## src/rtl/tempo_pkg.sv

```systemverilog
// Shared widths and elaboration-time helpers for the tempo generator.
package tempo_pkg;

   localparam int DIV_W = 32;
   localparam int BPM_W = 8;

   function automatic logic [BPM_W-1:0] bpm_clamp(
      input logic [BPM_W-1:0] raw,
      input logic [BPM_W-1:0] lo,
      input logic [BPM_W-1:0] hi
   );
      if (raw < lo) return lo;
      if (raw > hi) return hi;
      return raw;
   endfunction

   // Eighth-note period in clk cycles: clk_hz*60 / (2*bpm), truncated.
   function automatic logic [DIV_W-1:0] reset_period(
      input longint unsigned clk_hz,
      input longint unsigned bpm
   );
      longint unsigned cycles;
      cycles = (clk_hz * 30) / bpm;
      return cycles[DIV_W-1:0];
   endfunction

endpackage

```

## src/rtl/seq_divider.sv

```systemverilog
// Restoring unsigned divider, one quotient bit per cycle, DIV_W cycles per divide.
module seq_divider #(
   parameter int DIV_W = 32
) (
   input  logic             clk,
   input  logic             reset,
   input  logic             start,
   input  logic             abort,
   input  logic [DIV_W-1:0] num,
   input  logic [DIV_W-1:0] den,
   output logic             busy,
   output logic             done,
   output logic [DIV_W-1:0] quot
);

   localparam int CNT_W = $clog2(DIV_W + 1);

   logic [DIV_W-1:0] q_r;
   logic [DIV_W-1:0] rem_r;
   logic [DIV_W-1:0] den_r;
   logic [CNT_W-1:0] iter;
   logic [DIV_W:0]   rem_sh;
   logic [DIV_W:0]   diff;
   logic [DIV_W-1:0] q_next;
   logic [DIV_W-1:0] rem_next;

   // NOTE: combinational block uses blocking assignments and assigns every output first, so no latch is inferred.
   always_comb begin
      rem_sh   = {rem_r, q_r[DIV_W-1]};
      diff     = rem_sh - {1'b0, den_r};
      rem_next = diff[DIV_W-1:0];
      q_next   = {q_r[DIV_W-2:0], 1'b1};
      if (diff[DIV_W]) begin
         rem_next = rem_sh[DIV_W-1:0];
         q_next   = {q_r[DIV_W-2:0], 1'b0};
      end
   end

   // The final iteration's quotient is presented combinationally so the
   // consumer can capture it on the same edge busy falls.
   assign done = busy && !abort && (iter == CNT_W'(DIV_W - 1));
   assign quot = q_next;

   // NOTE: sequential state uses non-blocking assignments; only control state is reset.
   always_ff @(posedge clk) begin
      if (!reset) begin
         busy <= 1'b0;
         iter <= '0;
      end else if (abort) begin
         busy <= 1'b0;
      end else if (start) begin
         busy <= 1'b1;
         iter <= '0;
      end else if (busy) begin
         iter <= iter + CNT_W'(1);
         if (done) busy <= 1'b0;
      end
   end

   // NOTE: datapath registers carry no reset; busy gates every use of them.
   always_ff @(posedge clk) begin
      if (start && !abort) begin
         q_r   <= num;
         rem_r <= '0;
         den_r <= den;
      end else if (busy) begin
         q_r   <= q_next;
         rem_r <= rem_next;
      end
   end

endmodule

```

## src/rtl/tempo_gen.sv

```systemverilog
// Turns a loaded BPM into the eighth-note beat clock for the 8-step sequencer.
module tempo_gen
   import tempo_pkg::*;
#(
   parameter int unsigned CLK_HZ      = 50_000_000,
   parameter int unsigned BPM_MIN     = 40,
   parameter int unsigned BPM_MAX     = 240,
   parameter int unsigned DEFAULT_BPM = 120
) (
   input  logic             clk,
   input  logic             reset,
   input  logic             ld_bpm,
   input  logic [BPM_W-1:0] bpm_in,
   input  logic             run,
   output logic             slow_clk,
   output logic             beat_tick,
   output logic [BPM_W-1:0] bpm_q,
   output logic             busy,
   output logic             period_valid
);

   localparam longint unsigned NUM_WIDE  = longint'(CLK_HZ) * 30;
   localparam logic [DIV_W-1:0] DIV_NUM   = NUM_WIDE[DIV_W-1:0];
   localparam logic [DIV_W-1:0] RST_PERIOD = reset_period(CLK_HZ, DEFAULT_BPM);

   if (NUM_WIDE > 64'hFFFF_FFFF) begin : g_clk_hz_too_big
      $error("tempo_gen: CLK_HZ*30 must fit in 32 bits");
   end

   logic             ld_q;
   logic             div_start;
   logic             div_done;
   logic [DIV_W-1:0] div_quot;
   logic [DIV_W-1:0] period;
   logic [DIV_W-1:0] pending_period;
   logic             pend_flag;
   logic [DIV_W-1:0] count;
   logic             wrap;
   logic             commit;

   assign div_start = ld_q && !ld_bpm;
   assign wrap      = (count == period - DIV_W'(1));
   // While playing, a new period only lands at a beat boundary.
   assign commit    = pend_flag && (!run || wrap);

   seq_divider #(.DIV_W(DIV_W)) u_div (
      .clk   (clk),
      .reset (reset),
      .start (div_start),
      .abort (ld_bpm),
      .num   (DIV_NUM),
      .den   (DIV_W'(bpm_q)),
      .busy  (busy),
      .done  (div_done),
      .quot  (div_quot)
   );

   always_ff @(posedge clk) begin
      if (!reset) begin
         ld_q         <= 1'b0;
         bpm_q        <= BPM_W'(DEFAULT_BPM);
         period_valid <= 1'b1;
      end else begin
         ld_q <= ld_bpm;
         if (ld_bpm) begin
            bpm_q        <= bpm_clamp(bpm_in, BPM_W'(BPM_MIN), BPM_W'(BPM_MAX));
            period_valid <= 1'b0;
         end else if (div_done) begin
            period_valid <= 1'b1;
         end
      end
   end

   always_ff @(posedge clk) begin
      if (!reset) begin
         period         <= RST_PERIOD;
         pending_period <= '0;
         pend_flag      <= 1'b0;
      end else begin
         if (commit) period <= pending_period;
         if (div_done) begin
            pending_period <= div_quot;
            pend_flag      <= 1'b1;
         end else if (commit) begin
            pend_flag <= 1'b0;
         end
      end
   end

   always_ff @(posedge clk) begin
      if (!reset || !run) begin
         count     <= '0;
         slow_clk  <= 1'b0;
         beat_tick <= 1'b0;
      end else begin
         count     <= wrap ? '0 : count + DIV_W'(1);
         slow_clk  <= (count < (period >> 1));
         beat_tick <= (count == '0);
      end
   end

endmodule

```

## config.mk

```make
export PLATFORM = sky130hd
export DESIGN_NAME = tempo_gen
export DESIGN_NICKNAME = d
export VERILOG_FILES = /design/src/rtl/tempo_pkg.sv /design/src/rtl/seq_divider.sv /design/src/rtl/tempo_gen.sv
export SDC_FILE = /design/constraint.sdc
export NUM_CORES = 1
export LEC_CHECK = 0
export CAP_MARGIN = 20
export CORE_MARGIN = 5
export CORE_UTILIZATION = 53
export CTS_BUF_LIST = sky130_fd_sc_hd__clkbuf_4
export DETAILED_ROUTE_END_ITERATION = 10
export PLACE_DENSITY = 0.72
export SLEW_MARGIN = 20
export SYNTH_ARGS = -nofsm -noshare
export SYNTH_HDL_FRONTEND = slang
export SYNTH_SLANG_ARGS = --single-unit
```

## constraint.sdc

```tcl
create_clock -name clk -period 3.26 [get_ports clk]
set_input_delay 0.652 -clock clk [delete_from_list [all_inputs] [get_ports clk]]
set_output_delay 0.652 -clock clk [all_outputs]
set_load 0.01 [all_outputs]
```

Word level (Yosys, flattened, before mapping)
Index checks and enable logic that the tools add are counted.
Word-level totals
  register bits after elaboration: 188
  bits of input ports: 12
  logic and storage cells: 64
Cells by class
  $add $sub $neg: 4
  order comparisons: 3
  eq/ne operators: 2
  mux-type cells: 22
  bitwise gates (word level): 2
  reduce and logical (&&, ||, !) cells: 17
Operator list (number)
  $sub A33 B8 Y33: 1
  $add A32 B1 Y32 const B: 1
  $eq A32 B32 Y1: 1
  $logic_not A32 Y1: 1
  $lt A32 B31 Y1: 1
  $mux W32: 1
  $mux W8: 4
  $sub A32 B1 Y32 const B: 1
  $mux W1: 15
  $mux W6: 2
  $gt A8 B8 Y1 const B: 1
  $lt A8 B6 Y1 const B: 1
  $add A6 B1 Y6 const B: 1
  $eq A6 B5 Y1 const B: 1
  $reduce_bool A2 Y1: 3
  $logic_and A1 B1 Y1: 5
  $reduce_or A2 Y1: 2
  $logic_not A1 Y1: 3
  $logic_or A1 B1 Y1: 2
  $not A1 Y1: 2
  $reduce_and A2 Y1: 1

Depth between registers and ports, before layout
Gate-level depths: netlist (run 1).
  depth in word-level cells: 9
  mapped depth: 13

Modules after synthesis
A second synthesis (run 1) with hierarchy kept.
Unflattened totals
  cell total of the unflattened synthesis: 1423
  area, all modules: 12441.9 µm²
Modules (own cells, without submodules)
  tempo_gen: instances 1, cells each 735, area each 6229.7 µm², seq. area each 2182.1 µm²
  seq_divider: instances 1, cells each 688, area each 6212.2 µm², seq. area each 2702.6 µm²

Least setup slack after synthesis (run 1)
Ideal clock, no wire load.
  path kind: reg2reg
  start: register period[0]
  end: register period[10]
  setup time: 0.072 ns
  arrival time: 2.901 ns
  required time: 3.188 ns
  setup slack: 0.287 ns
  cell stages (with the launch flop): 12
  clock period less this slack: 2.973 ns
  path through: dfxtp_1 inv_1 ha_1 or3b_2 nor4_2 mux2i_1 o2111ai_1 a2111oi_4 nand4_2 a21oi_4 buf_12 mux2i_1
Between the ends
  word-level cells in the longest chain between the ends: 4
Ends and longest elaborated chain
  start, declared: line tempo_gen.sv:34  | logic [DIV_W-1:0] period;
  start signal, assigned: line tempo_gen.sv:80  | if (commit) period <= pending_period;
  $sub A32 B1 Y32: line tempo_gen.sv:42  | assign wrap = (count == period - DIV_W'(1));
  $eq A32 B32 Y1: line tempo_gen.sv:42
  $logic_or A1 B1 Y1: line tempo_gen.sv:44  | assign commit = pend_flag && (!run || wrap);
  $logic_and A1 B1 Y1: line tempo_gen.sv:44
Every way passes these cells.
A chain may end at the register's enable or synchronous reset.

Final worst setup path (run 1)
  start: register period[18]
  end: register period[9]
Same word-level chain as after synthesis.

==> qor.txt, run 1 <==
Hold Fails Final Rpt = 0
DIE AREA = 0.0221 mm²
Post-Synth XOR/XNOR Area = 8.58%
number of synthesized flops with an enable pin = 8
Net Count, Synth = 1236
Pre-antenna DRT Iters = 5
routed vias = 7904
H-Tree Level Count = 4
asr flop ratio synth = 0%
main combinational cell family by area after synthesis = simple AND/OR/NAND/NOR gates
Post-Syn Instances = 1181
CP Capture Type = flip-flop
clk_lat worst skew = 0.59 ns
Setup Viol. Count Final = 0
Synth cell types = 75
synthesis warning total = 0
first-pass GRT wire length = 35700 µm
CTS Sinks = 188
Pleak = 0.00412 µW
Area growth, synth to finish = 7.99%
buffers added on ports = 23
critical path type = flip-flop to flip-flop
post-synth top area share = 35.3%
mux share of post-synthesis cell area = 7.56%
Peak VDD IR = 0.332 mV
R2R setup slack = 0.12 ns
skew final = 0.0310 ns
relative slew slack = 35.7%
drt first-iter violations = 452
NumNets Final = 1244
Post-Synth Adder-Cell Area = 5.34%
CTS Hold Bufs = 0
layout cells sized above 1 = 8.40%
CTS Root Cell = clkbuf_4
WL/cell = 14.2 µm
Pwr Density = 413 mW/mm²
Simple-Gate Fraction of Synth Area = 23.0%
CTS Buf Count = 17
Total Wirelength = 20700 µm
drt drc = 0
Final period util = 96.4%
commonest non-fill, non-tap cells in the layout = 178 x dfxtp_1, 160 x nand2_1, 104 x nor2_1
global route total overflow = 0
Worst Path Required = 3.76 ns
initial antenna violation count = 1
TritonCTS clock tree = yes
Initial Util = 54.2%
element type at the critical path start = flip-flop
flip-flop and latch area = 0.00385 mm²
All-Layer GR Usage = 19.3%
fillers = 1688
Hold Crit Class = primary input to flip-flop
CP Max Fanout = 12
min cycle time layout = 3.14 ns
Setup Slack @ Placement = 0.178 ns
synthesized flop and latch total = 188
compound-gate portion of the synthesized area = 12.0%
die width = 149 µm
reg2reg path depth = 12
Die Ht = 149 µm
Final GP Congestion = 0.889
Synth area leader = dfxtp_1
Slew @ Worst Pin = 0.965 ns
WHS Path Cells = 3
# IOs = 24
Synth Flop Type = dfxtp_1
max cap viols = 0
clk buf depth = 2
DP Area = 0.0106 mm²
top cells by area, synth = dfxtp_1 35%, mux2i_1 7.5%, nand2_1 5.9%, ha_1 5.1%, xnor2_1 5.1%
leading cell type in the layout, fill and taps excluded = dfxtp_1
multi-input logic area = 0.00581 mm²
vias in the first global route = 7439
Rows = 50
f_max = 318 MHz
status = complete, no violations
post-synthesis average cell area = 8.65 µm²
largest net degree at the start of global routing = 91
Vias/cell = 5.40
synthesized area = 0.0102 mm²
HPWL after detailed placement = 14800 µm
fin. max-slew vios = 0
Reg clk slew, reported paths = 0.16 ns
critical path arrival = 3.65 ns
design area = 0.0110 mm²
antenna viol nets, final = 0
sequential area share after synthesis = 37.6%
Final WS setup = 0.118 ns
final hold slack = 0.420 ns
Core ar. = 0.0188 mm²
kinds of logic (layout without fill, tap and decap cells):
kind of cell,count (synthesis),count (layout)
fa+ha+maj,43,43
compound gates,192,192
buf+inv,124,145
flops,188,188
mux,77,77
other cells,0,1
simple gates,457,457
xor+xnor,100,100
worst max-delay path: stages (launching register included):
cell,delay [ns]
dfxtp_1,0.41
or4_4,0.57
nor4b_4,0.41
buf_4,0.19
buf_4,0.10
nor2_1,0.04
a21oi_1,0.12
nand4_1,0.15
nor4_2,0.21
nand4_2,0.19
a21oi_4,0.26
clkbuf_16,0.23
mux2i_1,0.18
layout make-up:
type,instances,area share [%]
Timing Repair Buffer,57,4.78
Antenna cell,1,0.0227
Clock inverter,15,1.57
Inverter,56,1.91
Multi-Input combinational cell,869,52.7
Clock buffer,17,1.16
Sequential cell,188,34.9
Tap cell,260,2.95
Yosys cell counts (all sizes together) (4+ instances only):
| master | count |
|---|---|
| and2 | 4 |
| dfxtp | 180 |
| nor2 | 104 |
| edfxtp | 8 |
| a31oi | 4 |
| nand4 | 25 |
| dlygate4sd3 | 5 |
| clkbuf | 40 |
| nor2b | 14 |
| and2b | 23 |
| nand2b | 11 |
| a21o | 10 |
| mux2i | 76 |
| a22o | 4 |
| a21boi | 37 |
| o21ai | 54 |
| nand3b | 10 |
| xnor2 | 60 |
| xor2 | 40 |
| nor4b | 9 |
| a21oi | 53 |
| nor4 | 20 |
| ha | 42 |
| nand2 | 160 |
| buf | 23 |
| and4 | 4 |
| nand3 | 28 |
| and3 | 9 |
| nor3 | 21 |
| inv | 56 |
stage by stage:
step                utilization, %  setup TNS [ns]  std cells  total power (µW)
finish                        58.6               0       1463              4550
floorplan                        -               0       1181              3120
global route                  58.6         -0.0442       1463              4810
CTS                           58.0               0       1457              4600
detailed placement            56.4               0       1425              3280
global placement              56.4               0       1425              3260
report_power, final:
group	switching, µW	internal (µW)
Sequential	138	2470
Combinational	323	309
Clock	892	425
state kept, by name (all words and copies together) (netlist names), 6 cells and up:
signal / flops
count: 32
pending_period: 32
period: 32
u_div.q_r: 32
u_div.rem_r: 32
bpm_q: 8
u_div.den_r: 8
u_div.iter: 6
timing repair:
item / 4_1_cts / 5_1_grt
gates resized for setup: 0 / 13
setup endpoints to repair: 0 / 67
setup buffers: 0 / 4
endpoints found under the hold margin: 0 / 0
final timing paths:
kind,end,startpoint
setup / recovery,period[9],period[18]
hold / removal,period[26],reset
setup reg to reg,period[9],period[18]
hold reg to reg,period[7],pending_period[7]
routing by layer:
metal	part of all wire, %	track usage, %
met5	0	0
met2	46	30.6
met4	2.4	6.54
met1	48	26.3
met3	3.4	4.13
Power figures use the tool's default switching activity.
==> run 2, diff against run 1 <==
--- a/config.mk
+++ b/config.mk
@@ -15,3 +15,4 @@
 export SYNTH_ARGS = -nofsm -noshare
 export SYNTH_HDL_FRONTEND = slang
 export SYNTH_SLANG_ARGS = --single-unit
+export TNS_END_PERCENT = 20
==> results of run 2 <==
Same layout as run 1: the final DEF is identical, and so are final timing and power.
